## src/rtl/gray_code_decoder_subsystem_if.sv

```systemverilog
// Gray decoder link interface.
// Groups the input handshake (in_valid/gray_in/in_ready), the output handshake
// (out_valid/out_ready) with the decoded word and step flags, the error counter and
// a debug view of the reference-tracking FSM.
// Handshake: a word moves across a side on every rising clk edge where its valid and
// ready are both 1; valid may not depend on ready, and a source that raises valid holds
// its data stable until that transfer happens.
//   slave  : the decoder (consumes in_*, produces out_*)
//   master : the driving environment
interface gray_code_decoder_subsystem_if #(
  parameter int WIDTH     = 4,
  parameter int CNT_WIDTH = 8
);
  logic                 in_valid;
  logic [WIDTH-1:0]     gray_in;
  logic                 in_ready;
  logic                 out_valid;
  logic                 out_ready;
  logic [WIDTH-1:0]     bin_out;
  logic                 step_up;
  logic                 step_dn;
  logic                 step_err;
  logic [CNT_WIDTH-1:0] err_cnt;
  logic                 dbg_state;  // 0 = no reference word yet, 1 = tracking

  modport slave (
    input  in_valid, gray_in, out_ready,
    output in_ready, out_valid, bin_out, step_up, step_dn, step_err, err_cnt, dbg_state
  );

  modport master (
    output in_valid, gray_in, out_ready,
    input  in_ready, out_valid, bin_out, step_up, step_dn, step_err, err_cnt, dbg_state
  );
endinterface

```

## src/rtl/gray_code_decoder_subsystem.sv

```systemverilog
// Gray-to-binary decoder with one registered output stage.
// Decodes each accepted Gray word, compares it with the previously accepted word and
// reports the step as up (+1), down (-1), repeat (0, no flag) or error (anything else,
// counted in a saturating counter). The very first word after reset has no reference
// and raises no flag.
// Ports:
//   clk    : rising-edge system clock
//   reset  : asynchronous, active-high reset
//   bus    : slave side of gray_code_decoder_subsystem_if (handshakes, data, flags,
//            err_cnt, dbg_state)
module gray_code_decoder_subsystem #(
  parameter int WIDTH     = 4,
  parameter int CNT_WIDTH = 8
) (
  input  logic                          clk,
  input  logic                          reset,
  gray_code_decoder_subsystem_if.slave  bus
);

  typedef enum logic {
    NO_REF = 1'b0,
    TRACK  = 1'b1
  } state_t;

  localparam logic [WIDTH-1:0] STEP_ONE = WIDTH'(1);
  localparam logic [WIDTH-1:0] STEP_NEG = '1;

  state_t               state_q, state_d;
  logic [WIDTH-1:0]     bin_q, prev_q;
  logic                 valid_q, up_q, dn_q, err_q;
  logic [CNT_WIDTH-1:0] cnt_q;

  logic [WIDTH-1:0]     bin_new;
  logic [WIDTH-1:0]     diff;
  logic                 in_ready;
  logic                 accept;
  logic                 up_d, dn_d, err_d;

  // Ready depends only on the output register, never on in_valid.
  assign in_ready = !valid_q || bus.out_ready;
  assign accept   = bus.in_valid && in_ready;

  // Gray decode: each binary bit is the XOR of all Gray bits at or above it.
  always_comb begin
    bin_new = '0;
    bin_new[WIDTH-1] = bus.gray_in[WIDTH-1];
    for (int i = WIDTH - 2; i >= 0; i--) begin
      bin_new[i] = bin_new[i+1] ^ bus.gray_in[i];
    end
  end

  // Modular step from the previous accepted word.
  assign diff = bin_new - prev_q;

  always_comb begin
    state_d = state_q;
    up_d    = 1'b0;
    dn_d    = 1'b0;
    err_d   = 1'b0;
    if (accept) begin
      case (state_q)
        NO_REF: state_d = TRACK;
        TRACK: begin
          if (diff == STEP_ONE)      up_d  = 1'b1;
          else if (diff == STEP_NEG) dn_d  = 1'b1;
          else if (diff != '0)       err_d = 1'b1;
        end
        default: state_d = NO_REF;
      endcase
    end
  end

  always_ff @(posedge clk or posedge reset) begin
    if (reset) begin
      state_q <= NO_REF;
      bin_q   <= '0;
      prev_q  <= '0;
      valid_q <= 1'b0;
      up_q    <= 1'b0;
      dn_q    <= 1'b0;
      err_q   <= 1'b0;
      cnt_q   <= '0;
    end else begin
      state_q <= state_d;
      if (accept) begin
        bin_q   <= bin_new;
        prev_q  <= bin_new;
        valid_q <= 1'b1;
        up_q    <= up_d;
        dn_q    <= dn_d;
        err_q   <= err_d;
        // One increment per accepted error word; stalls cannot re-count it.
        if (err_d && (cnt_q != '1)) cnt_q <= cnt_q + 1'b1;
      end else if (valid_q && bus.out_ready) begin
        valid_q <= 1'b0;
      end
    end
  end

  assign bus.in_ready  = in_ready;
  assign bus.out_valid = valid_q;
  assign bus.bin_out   = bin_q;
  assign bus.step_up   = up_q;
  assign bus.step_dn   = dn_q;
  assign bus.step_err  = err_q;
  assign bus.err_cnt   = cnt_q;
  assign bus.dbg_state = state_q;

endmodule

```

## src/flat_wrapper.sv

```systemverilog
// flat-port wrapper written by rule: the top's interface ports become plain ports
module gray_code_decoder_subsystem_flat 
#(
  parameter int WIDTH     = 4,
  parameter int CNT_WIDTH = 8
)
  (clk, reset, bus_in_valid, bus_gray_in, bus_out_ready, bus_in_ready, bus_out_valid, bus_bin_out, bus_step_up, bus_step_dn, bus_step_err, bus_err_cnt, bus_dbg_state);
  gray_code_decoder_subsystem_if #(.WIDTH(WIDTH), .CNT_WIDTH(CNT_WIDTH)) bus_i ();
  input  logic clk;
  input  logic reset;
  input wire logic [$bits(bus_i.in_valid)-1:0] bus_in_valid;
  input wire logic [$bits(bus_i.gray_in)-1:0] bus_gray_in;
  input wire logic [$bits(bus_i.out_ready)-1:0] bus_out_ready;
  output wire logic [$bits(bus_i.in_ready)-1:0] bus_in_ready;
  output wire logic [$bits(bus_i.out_valid)-1:0] bus_out_valid;
  output wire logic [$bits(bus_i.bin_out)-1:0] bus_bin_out;
  output wire logic [$bits(bus_i.step_up)-1:0] bus_step_up;
  output wire logic [$bits(bus_i.step_dn)-1:0] bus_step_dn;
  output wire logic [$bits(bus_i.step_err)-1:0] bus_step_err;
  output wire logic [$bits(bus_i.err_cnt)-1:0] bus_err_cnt;
  output wire logic [$bits(bus_i.dbg_state)-1:0] bus_dbg_state;
  assign bus_i.in_valid = bus_in_valid;
  assign bus_i.gray_in = bus_gray_in;
  assign bus_i.out_ready = bus_out_ready;
  assign bus_in_ready = bus_i.in_ready;
  assign bus_out_valid = bus_i.out_valid;
  assign bus_bin_out = bus_i.bin_out;
  assign bus_step_up = bus_i.step_up;
  assign bus_step_dn = bus_i.step_dn;
  assign bus_step_err = bus_i.step_err;
  assign bus_err_cnt = bus_i.err_cnt;
  assign bus_dbg_state = bus_i.dbg_state;
  gray_code_decoder_subsystem #(.WIDTH(WIDTH), .CNT_WIDTH(CNT_WIDTH)) u_core (.clk(clk), .reset(reset), .bus(bus_i));
endmodule
```

## config.mk

```make
export PLATFORM = sky130hd
export DESIGN_NAME = gray_code_decoder_subsystem_flat
export DESIGN_NICKNAME = d
export VERILOG_FILES = /design/src/rtl/gray_code_decoder_subsystem_if.sv /design/src/rtl/gray_code_decoder_subsystem.sv /design/src/flat_wrapper.sv
export SDC_FILE = /design/constraint.sdc
export NUM_CORES = 1
export LEC_CHECK = 0
export ABC_AREA = 1
export CORE_ASPECT_RATIO = 1.25
export CORE_MARGIN = 2
export CORE_UTILIZATION = 45
export CTS_BUF_LIST = sky130_fd_sc_hd__clkbuf_4 sky130_fd_sc_hd__clkbuf_8
export DETAILED_ROUTE_END_ITERATION = 7
export GPL_TIMING_DRIVEN = 0
export PLACE_DENSITY = 0.77
export RECOVER_POWER = 100
export REMOVE_ABC_BUFFERS = 1
export SLEW_MARGIN = 10
export SYNTH_ARGS = -nofsm -noshare
export SYNTH_HDL_FRONTEND = slang
export SYNTH_SLANG_ARGS = --single-unit
```

## constraint.sdc

```tcl
create_clock -name clk -period 1.8 [get_ports clk]
set_clock_uncertainty 0.2 [all_clocks]
set_input_delay 0.27 -clock clk [delete_from_list [all_inputs] [get_ports clk]]
set_output_delay 0.27 -clock clk [all_outputs]
set_load 0.02 [all_outputs]
```

==> results of run 1 <==
## where the power goes
part	switching, mW	total [mW]	internal, mW
combinational	0.411	0.713	0.301
sequential	0.0879	0.550	0.462
clock	0.114	0.215	0.101
total	0.613	1.48	0.864
## kinds of logic after synthesis
logic type / Yosys count
adders and majority gates: 5
xor gates and xnor gates: 9
and+or+nand+nor: 71
DFF: 17
buffers and inverters: 17
AOI/OAI and AO/OA: 8
## cell usage in the layout (no fill, tap or decap)
master           Yosys  routed
a21oi_2              1       1
buf_4                0       8
buf_6                0       1
buf_8                0       1
clkbuf_1             1       3
clkbuf_4             0       4
clkdlybuf4s50_1      0       6
dfrtp_1             17      17
dlygate4sd2_1        0      12
dlygate4sd3_1        0       2
fa_2                 0       1
ha_1                 4       3
ha_4                 0       1
inv_1               13      12
inv_2                2       3
inv_4                0       1
nand2_1             43      39
nand2_2              2       6
nand3_1             13       8
nand3_2              2       7
nand3_4              1       1
nand4_4              0       1
nor2_1               4       2
nor2_2               2       4
nor2_4               1       1
nor3_1               2       1
nor3_2               0       1
o21ai_0              5       6
o31ai_1              1       1
xnor2_1              4       2
xnor2_2              0       2
xor2_1               5       4
xor2_2               0       1
## final cells by class
cell class / count / area, µm²
Clock buffer: 4 / 30.0
Fill cell: 201 / 723
Inverter: 16 / 62.6
Multi-Input combinational cell: 93 / 624
Sequential cell: 17 / 425
Tap cell: 31 / 38.8
Timing Repair Buffer: 33 / 283
## worst reg2reg max path, cell delays in order, from the launching register on
cell and delay (ps):
dfrtp_1 430, ha_4 170, inv_4 40, fa_2 360, nand2_2 70, inv_2 50, nor2_2 110, nor2_1 60
nand3_2 100, inv_2 60, nor2_4 240, nand3_1 110, nand2_1 60
## cells in the mapped netlist (all sizes together)
cell	n
xor2	5
ha	4
o31ai	1
nand3	16
dfrtp	17
xnor2	4
clkbuf	1
o21ai	6
nand4	1
clkinv	1
a21oi	1
fa	1
nand2	45
nor2	7
nor3	2
inv	15
## registers in the layout (all words and copies together) (netlist names)
name and count:
u_core.bus.out_valid 1, u_core.bus.step_dn 1, u_core.bus.dbg_state 1, u_core.bus.bin_out 4, u_core.bus.step_up 1, u_core.bus.step_err 1
u_core.bus.err_cnt 8
## per-layer routing
layer | up-vias | wire (µm) | track usage
met5 | - | 0 | 0
met4 | 0 | 8 | 0.0476
met3 | 2 | 100 | 0.0348
met2 | 24 | 1210 | 0.331
met1 | 442 | 931 | 0.204
li1 | 474 | - | -
## through the flow
stage,hold slack (ps),setup slack [ps],std cells
after floorplan,-3.93,-524,126
after global placement,272,-1260,182
after detailed placement,277,-1320,182
after CTS,81.1,-463,192
after global routing,93.5,-560,194
final,85.5,-478,194
## final timing paths
check,start,end,slack (ps),depth (start not counted)
worst max-delay path,bus_gray_in[2],u_core.bus.err_cnt[2],-480,18
worst min register to register,u_core.bus.step_err,u_core.bus.step_err,290,2
worst min-delay path,bus_gray_in[2],u_core.bus.bin_out[2],90,3
max in group asynchronous,reset,u_core.bus.step_up,650,2
worst max register to register,u_core.bus.bin_out[0],u_core.bus.err_cnt[2],-300,12
min in group asynchronous,reset,u_core.bus.out_valid,320,2
## what timing repair did
action,CTS,global route
buffers inserted,6,2
resized for setup,38,12
pin swaps,15,6
endpoints found under the setup margin,20,14
hold buffers,0,0
==> results.tsv, run 1 <==
stage	metric	value	unit
floorplan	rows	19	
hold_path	hold_path.class	in2reg	
logic_synthesis	yosysTopAreaCellShare	0.416	
flow_run	max_cap_violations	0	
floorplan	die-area	2670	µm²
logic_synthesis	synth_simple_gate_area_frac	0.330	
logic_synthesis	ys_ff_latch	17	
critical_path	cpPeakStageDelay	360	ps
finish	layout.nets	177	
critical_path	cp_num_buf_inv	5	
critical_path	crit_family	simple AND/OR/NAND/NOR gates	
sta	tns	-4880	ps
grt	grt_max_degree	18	
clock_network	cts_buffers	3	
clock_network	cts_tree	built	
detailed_routing	vias_per_cell	4.86	
logic_synthesis	synth_top_family_by_area	simple AND/OR/NAND/NOR gates	
sta	setup_viol	11	
logic_synthesis	yosys-mux-area-fraction	0	
detailed_routing	drt_iter0_drc	12	
critical_path	worstPathRequired	1830	ps
clock_network	cts-root-buf	clkbuf_4	
critical_path	crit_path_end_kind	flop	
clock_network	clkLatencyLatePin	280	ps
logic_synthesis	yosys.area.top_type	dfrtp_1	
logic_synthesis	ys.warnings.count	0	
sta	min_period	2280	ps
power	power	1.48	mW
sta	maxSlewViolCount	0	
sta	tightest_slew	667	ps
detailed_routing	drt_wl_total	2250	µm
clock_network	cts_buffer_depth	2	
logic_synthesis	synth_area	1020	µm²
power	power_density	1010	nW/µm²
detailed_routing	drt_pre_antenna_iters	4	
logic_synthesis	synthTopCellsByArea	dfrtp_1 42%, nand2_1 16%, nand3_1 6.4%	
finish	areaGrowthSynthToFinish	43.2	%
placed_design	io_buffers	25	
critical_path	cp_data_arrival_time	2310	ps
finish	final_cell_area	1460	µm²
critical_path	cp_slowest_cell	fa_2	
critical_path	path_cells	buf_8 > xor2_2 > nand2_1 > nand2_2 > xnor2_2 > inv_2 > ha_4 > inv_4 > fa_2 > nand2_2 > inv_2 > nor2_2 > nor2_1 > nand3_2 > inv_2 > nor2_4 > nand3_1 > nand2_1	
grt	grtUsageTotal	0.181	
floorplan	initial_core_util	0.467	
sta	layout_setup_ws	-478	ps
placed_design	place.gp.congestion	0.783	
clock_network	numClockSinks	17	
floorplan	core	2190	µm²
placed_design	hpwl	1480	µm
logic_synthesis	synth_seq_area_share	0.416	
sta	slew_headroom	0.555	
placed_design	dpl_cell_area	1310	µm²
grt	overflow	0	
sta	min_period_over_period	1.27	
finish	diodes	0	
finish	post-route-util	0.669	
grt	antenna_found_initial	0	
clock_network	path_clk_slew	100	ps
critical_path	crit_fanout	8	
logic_synthesis	synth_compound_area_frac	0.0453	
logic_synthesis	synth_area_per_cell	8.05	µm²
finish	drive_gt1_frac	0.276	
sta	hold_viol_final	0	
power	p_leak	0.753	nW
logic_synthesis	synthAdderAreaFrac	0.0685	
critical_path	crit_top_cell	inv_2	
grt	grt_pass1_vias	889	
detailed_routing	ant_nets	0	
clock_network	htreeDepth	1	
logic_synthesis	synth_cell_types	23	
critical_path	path_class	in2reg	
floorplan	die_w	46.6	µm
detailed_routing	wl_per_cell	11.6	µm
power	vdd_drop_max	0.000729	V
run_status	outcome	complete, but fails checks	
logic_synthesis	synthXorXnorAreaFrac	0.0771	
floorplan	pin_count	26	
run_status	violations	setup timing	
sta	rsz0062_at_grt	yes	
sta	clock.fmax	439	MHz
detailed_routing	post-route-drc-count	0	
critical_path	start_kind	primary input	
floorplan	die_height	57.3	µm
grt	grt_pass1_wl	3650	µm
detailed_routing	vias	942	
logic_synthesis	netlist_instances	127	
No activity file was read; power rests on OpenSTA's default activity.
==> run 2, diff against run 1 <==
--- a/config.mk
+++ b/config.mk
@@ -15,6 +15,7 @@
 export PLACE_DENSITY = 0.77
 export RECOVER_POWER = 100
 export REMOVE_ABC_BUFFERS = 1
+export SKIP_CTS_REPAIR_TIMING = 1
 export SLEW_MARGIN = 10
 export SYNTH_ARGS = -nofsm -noshare
 export SYNTH_HDL_FRONTEND = slang
==> run 2 against run 1 <==
The run still ends with setup timing left. Clock power hardly changed. Combinational power is 3% lower. Fmax is essentially flat. Final cell count decreased by 4.1%. Die area stayed put. Flip-flop and latch count did not move. Critical path depth down 2. Count of clock-buffer cells in the layout did not move. Global-route usage down 1.5 points. Wire length decreased by 3.6%. Highest routed layer unchanged.
==> results.tsv, run 2 (synthesis gave the netlist of run 1 again) <==
stage	metric	value	unit	change
critical_path	path_cells	buf_8 > xor2_2 > nand2_1 > nand2_2 > xnor2_2 > inv_2 > ha_4 > inv_4 > fa_2 > nand2_2 > nor3_2 > nand3_2 > nand2_2 > nor2_4 > nand3_1 > nand2_1		was buf_8 > xor2_2 > nand2_1 > nand2_2 > xnor2_2 > inv_2 > ha_4 > inv_4 > fa_2 > nand2_2 > inv_2 > nor2_2 > nor2_1 > nand3_2 > inv_2 > nor2_4 > nand3_1 > nand2_1
critical_path	start_kind	primary input		unchanged
power	switchingPower	0.605	mW	was 0.613 mW
run_status	outcome	complete, but fails checks		unchanged
floorplan	die-area	2670	µm²	unchanged
power	seqPwrFrac	0.376		was 0.372
detailed_routing	drt_iter0_drc	10		was 12
clock_network	htreeDepth	1		unchanged
placed_design	pre_cts_ws	-1320	ps	unchanged
finish	layout.nets	169		was 177
grt	grt_max_degree	18		unchanged
critical_path	crit_path_end_kind	flop		unchanged
grt	grt_pass1_vias	810		was 889
placed_design	io_buffers	25		unchanged
clock_network	numClockSinks	17		unchanged
detailed_routing	vias	919		was 942
power	p_sw_frac	0.413		was 0.415
sta	rsz0062_at_grt	yes		unchanged
finish	diodes	0		unchanged
finish	areaGrowthSynthToFinish	41.2	%	was 43.2%
floorplan	core	2190	µm²	unchanged
power	power_density	1010	nW/µm²	about the same
power	power	1.46	mW	was 1.48 mW
sta	clock.fmax	439	MHz	about the same
power	p_leak	0.842	nW	was 0.753 nW
critical_path	cp_slowest_cell	fa_2		unchanged
clock_network	cts_buffers	3		unchanged
sta	maxSlewViolCount	0		unchanged
flow_run	max_cap_violations	0		unchanged
clock_network	path_clk_slew	100	ps	about the same
critical_path	cp_data_arrival_time	2260	ps	was 2310 ps
sta	min_period	2280	ps	about the same
critical_path	cpPeakStageDelay	550	ps	was 360 ps
power	p_clk_frac	0.149		was 0.145
detailed_routing	drt_wl_total	2170	µm	was 2250 µm
detailed_routing	drt_pre_antenna_iters	4		unchanged
detailed_routing	wl_per_cell	11.7	µm	was 11.6 µm
grt	overflow	0		unchanged
run_status	violations	setup timing		unchanged
critical_path	crit_top_cell	nand2_2		was inv_2
detailed_routing	post-route-drc-count	0		unchanged
floorplan	initial_core_util	0.467		unchanged
finish	nFillCells	193		was 201
placed_design	placed_cells	182		unchanged
clock_network	clkLatencyLatePin	280	ps	about the same
hold_path	hold_path.class	in2reg		unchanged
critical_path	path_class	in2reg		unchanged
critical_path	worstPathRequired	1780	ps	was 1830 ps
sta	tightest_slew	673	ps	was 667 ps
finish	largest_reg_flops	8		unchanged
detailed_routing	ant_nets	0		unchanged
finish	final_common_cell	nand2_1		unchanged
placed_design	hpwl	1480	µm	unchanged
finish	drive_gt1_frac	0.232		was 0.276
sta	hold_viol_final	0		unchanged
clock_network	cts_buffer_depth	2		unchanged
grt	antenna_found_initial	0		unchanged
floorplan	pin_count	26		unchanged
grt	grtUsageTotal	0.166		was 0.181
placed_design	place.gp.congestion	0.783		unchanged
critical_path	crit_fanout	8		unchanged
clock_network	cts-root-buf	clkbuf_4		unchanged
floorplan	rows	19		unchanged
floorplan	die_height	57.3	µm	unchanged
sta	layout_setup_ws	-478	ps	about the same
detailed_routing	vias_per_cell	4.94		was 4.86
finish	layout_common_cells	39 x nand2_1, 17 x dfrtp_1, 12 x inv_1, 12 x dlymetal6s2s_1, 10 x nand3_1		was 39 x nand2_1, 17 x dfrtp_1, 12 x inv_1, 12 x dlygate4sd2_1
power	internal_power	0.858	mW	was 0.864 mW
sta	min_period_over_period	1.27		about the same
sta	slew_headroom	0.551		was 0.555
power	comb_power_share	0.475		was 0.482
grt	grt_pass1_wl	3370	µm	was 3650 µm
floorplan	die_w	46.6	µm	unchanged
clock_network	cts_tree	built		unchanged
finish	final_cells	186		was 194
sta	setup_viol	11		unchanged
power	vdd_drop_max	0.000714	V	was 0.000729 V
finish	post-route-util	0.660		was 0.669
## run 2: cell count changes in the layout (fill, tap and decap cells not counted), sizes merged
cell,delta
dlygate4sd2,-12
buf,-8
dlymetal6s2s,+12
## run 2: cell type report
cell class                 instances  area, µm²  area share
sequential                        17        425       0.295
inverter                          16       62.6      0.0433
clock buffer                       4       30.0      0.0208
timing repair buffer              25        268       0.185
multi-input combinational         93        619       0.429
tap                               31       38.8      0.0269
## run 2: through the flow
step | setup TNS, ps | area, µm² | hold WS, ps
final | -4780 | 1440 | 79.1
after global routing | -5640 | 1440 | 87.5
after CTS | -11160 | 1340 | 210
after detailed placement | -14170 | 1310 | 277
after global placement | -13520 | 1310 | 272
after floorplan | -5370 | 1020 | -3.93
## run 2: power by group through the flow
| stage | logic, mW | clock network [mW] | registers (mW) |
|---|---|---|---|
| 5_1_grt | 0.757 | 0.242 | 0.564 |
| 4_1_cts | 0.665 | 0.225 | 0.547 |
| 6_report | 0.695 | 0.217 | 0.550 |
| 3_5_place_dp | 0.664 | 0 | 0.551 |
| 3_3_place_gp | 0.649 | 0 | 0.549 |
| 2_1_floorplan | 0.321 | 0 | 0.642 |
## run 2: final timing paths
check	start	to	slack, ps	depth (start not counted)
setup / recovery	bus_gray_in[2]	u_core.bus.err_cnt[5]	-480	16
hold / removal	bus_gray_in[2]	u_core.bus.bin_out[2]	80	3
setup reg to reg	u_core.bus.bin_out[0]	u_core.bus.err_cnt[5]	-280	10
hold reg to reg	u_core.bus.step_err	u_core.bus.step_err	300	2
max in group asynchronous	reset	u_core.bus.step_dn	650	2
min in group asynchronous	reset	u_core.bus.out_valid	320	2
## run 2: metal layers
layer	up-vias	part of all wire	global-route usage
li1	458	-	-
met4	0	0.0032	0.0476
met3	2	0.040	0.0348
met1	439	0.42	0.202
met5	-	0	0
met2	20	0.54	0.286
## run 2: worst max-delay path: cells and delay by family
family / cells / cell delay [ps]
simple gates: 9 / 760
xor+xnor: 2 / 310
fa+ha+maj: 2 / 680
buf+inv: 3 / 200
==> run 3, diff against run 2 <==
--- a/config.mk
+++ b/config.mk
@@ -12,8 +12,7 @@
 export CTS_BUF_LIST = sky130_fd_sc_hd__clkbuf_4 sky130_fd_sc_hd__clkbuf_8
 export DETAILED_ROUTE_END_ITERATION = 7
 export GPL_TIMING_DRIVEN = 0
-export PLACE_DENSITY = 0.77
-export RECOVER_POWER = 100
+export PLACE_DENSITY_LB_ADDON = 0.25
 export REMOVE_ABC_BUFFERS = 1
 export SKIP_CTS_REPAIR_TIMING = 1
 export SLEW_MARGIN = 10
==> run 3 against run 2 <==
The run still ends with setup timing left. First-iteration DRC count is 100% higher. Critical path depth stayed put. Global-route usage rose by 1.1 points. Critical endpoint is now u_core.bus.err_cnt[6]. Non-clock buffer count is 3 higher. Via count is 0.87% lower. Count of clock-buffer cells in the layout did not move. Worst setup slack lost 57 ps. Cell area rose by 4.9%. Combinational power grew 10%. Power up 5.1%.
==> results.tsv, run 3 (synthesis gave the netlist of run 1 again) <==
stage	metric	value	unit	change
finish	final_cells	189		was 186
detailed_routing	post-route-drc-count	0		unchanged
critical_path	crit_top_cell	nand2_2		unchanged
power	p_leak	0.889	nW	was 0.842 nW
critical_path	start_kind	primary input		unchanged
critical_path	reg2reg_from	u_core.bus.bin_out[0]		unchanged
finish	layout.nets	172		was 169
finish	final_common_cell	nand2_1		unchanged
floorplan	die-area	2670	µm²	unchanged
grt	grtUsageTotal	0.177		was 0.166
sta	hold_viol_final	0		unchanged
sta	min_period_over_period	1.30		was 1.27
floorplan	die_height	57.3	µm	unchanged
sta	clock.fmax	428	MHz	was 439 MHz
detailed_routing	drt_pre_antenna_iters	4		unchanged
critical_path	cpPeakStageDelay	450	ps	was 550 ps
detailed_routing	drt_iter0_drc	20		was 10
power	comb_power_share	0.499		was 0.475
power	p_clk_frac	0.145		was 0.149
finish	nFillCells	193		unchanged
finish	post-route-util	0.693		was 0.660
detailed_routing	wl_per_cell	11.7	µm	about the same
placed_design	place.gp.congestion	0.790		was 0.783
sta	layout_setup_ws	-535	ps	was -478 ps
critical_path	worstPathRequired	1840	ps	was 1780 ps
critical_path	path_cells	buf_8 > xor2_2 > nand2_1 > nand2_2 > xnor2_2 > inv_2 > ha_4 > inv_4 > fa_2 > nand2_2 > nor3_2 > nand3_2 > nand2_2 > nor2_4 > nand3_2 > nand2_2		was buf_8 > xor2_2 > nand2_1 > nand2_2 > xnor2_2 > inv_2 > ha_4 > inv_4 > fa_2 > nand2_2 > nor3_2 > nand3_2 > nand2_2 > nor2_4 > nand3_1 > nand2_1
sta	maxSlewViolCount	0		unchanged
run_status	outcome	complete, but fails checks		unchanged
detailed_routing	vias_per_cell	4.82		was 4.94
power	p_sw_frac	0.411		was 0.413
power	power_density	1010	nW/µm²	about the same
clock_network	cts_buffers	3		unchanged
clock_network	cts_buffer_depth	2		unchanged
hold_path	hold_path.class	in2reg		unchanged
run_status	violations	setup timing		unchanged
sta	tns	-5140	ps	was -4780 ps
power	internal_power	0.905	mW	was 0.858 mW
finish	areaGrowthSynthToFinish	48.2	%	was 41.2%
floorplan	initial_core_util	0.467		unchanged
grt	grt_max_degree	18		unchanged
sta	setup_viol	11		unchanged
detailed_routing	vias	911		was 919
floorplan	pin_count	26		unchanged
finish	layout_common_cells	39 x nand2_1, 17 x dfrtp_1, 14 x dlymetal6s2s_1		was 39 x nand2_1, 17 x dfrtp_1, 12 x inv_1, 12 x dlymetal6s2s_1, 10 x nand3_1
critical_path	startpoint	bus_gray_in[2]		unchanged
grt	antenna_found_initial	0		unchanged
sta	tightest_slew	680	ps	was 673 ps
finish	largest_reg_flops	8		unchanged
sta	min_period	2330	ps	was 2280 ps
placed_design	io_buffers	25		unchanged
clock_network	numClockSinks	17		unchanged
critical_path	path_class	in2reg		unchanged
clock_network	htreeDepth	1		unchanged
floorplan	core	2190	µm²	unchanged
sta	holdWs	85.3	ps	was 79.1 ps
power	switchingPower	0.632	mW	was 0.605 mW
grt	overflow	0		unchanged
detailed_routing	drt_wl_total	2210	µm	was 2170 µm
floorplan	die_w	46.6	µm	unchanged
placed_design	placed_cells	182		unchanged
hold_path	holdCritStartpoint	bus_gray_in[2]		unchanged
finish	drive_gt1_frac	0.272		was 0.232
detailed_routing	ant_nets	0		unchanged
clock_network	path_clk_slew	100	ps	about the same
critical_path	cp_slowest_cell	fa_2		unchanged
critical_path	crit_fanout	8		unchanged
critical_path	cp_data_arrival_time	2370	ps	was 2260 ps
sta	slew_headroom	0.546		was 0.551
clock_network	cts_tree	built		unchanged
placed_design	hpwl	1570	µm	was 1480 µm
sta	rsz0062_at_grt	yes		unchanged
clock_network	clkLatencyLatePin	290	ps	was 280 ps
critical_path	crit_path_end_kind	flop		unchanged
flow_run	max_cap_violations	0		unchanged
floorplan	rows	19		unchanged
grt	grt_pass1_vias	847		was 810
grt	grt_pass1_wl	3430	µm	was 3370 µm
finish	diodes	0		unchanged
power	vdd_drop_max	0.000705	V	was 0.000714 V
power	seqPwrFrac	0.356		was 0.376
clock_network	cts-root-buf	clkbuf_4		unchanged
## run 3: cell count changes in the layout (fill, tap and decap cells not counted), moves of 2 or more
cell             change
clkbuf_1             -3
dlymetal6s2s_1       +2
nand3_2              +4
nand3_1              -4
buf_4                +3
dlygate4sd3_1        -2
clkdlybuf4s50_1      +3
## run 3: critical path, delay by kind of cell
kind	cells	cell delay, ps
buf+inv	3	230
fa+ha+maj	2	610
xor+xnor	2	340
simple gates	9	920
## run 3: area by class of cell
| cell class | count | area, µm² | area share |
|---|---|---|---|
| Multi-Input combinational cell | 93 | 644 | 0.425 |
| Sequential cell | 17 | 425 | 0.281 |
| Timing Repair Buffer | 28 | 314 | 0.207 |
| Inverter | 16 | 62.6 | 0.0413 |
| Tap cell | 31 | 38.8 | 0.0256 |
| Clock buffer | 4 | 30.0 | 0.0198 |
## run 3: routing by layer
metal,up-vias,GRT usage,share of wire
met1,427,0.203,0.41
met3,4,0.0190,0.040
met5,-,0,0
met4,0,0.0952,0.015
li1,462,-,-
met2,18,0.308,0.54
## run 3: final timing paths
kind	to	slack (ps)	cells past startpoint
max in group asynchronous	u_core.bus.err_cnt[4]	800	2
setup / recovery	u_core.bus.err_cnt[6]	-530	16
hold reg to reg	u_core.bus.step_dn	300	2
min in group asynchronous	u_core.bus.err_cnt[5]	170	2
setup reg to reg	u_core.bus.err_cnt[6]	-330	10
hold / removal	u_core.bus.bin_out[2]	90	3
## run 3: through the flow
| stage | area (µm²) | setup WS (ps) | total power [mW] |
|---|---|---|---|
| after global routing | 1520 | -623 | 1.65 |
| after global placement | 1310 | -1270 | 1.20 |
| final | 1520 | -535 | 1.54 |
| after CTS | 1340 | -1060 | 1.45 |
| after floorplan | 1020 | -524 | 0.963 |
| after detailed placement | 1310 | -1380 | 1.22 |
## run 3: power by group through the flow
stage / combinational, mW / clock, mW / sequential (mW)
after floorplan: 0.321 / 0 / 0.642
after global routing: 0.839 / 0.247 / 0.560
after detailed placement: 0.672 / 0 / 0.550
final: 0.767 / 0.224 / 0.547
after CTS: 0.674 / 0.231 / 0.546
after global placement: 0.652 / 0 / 0.550
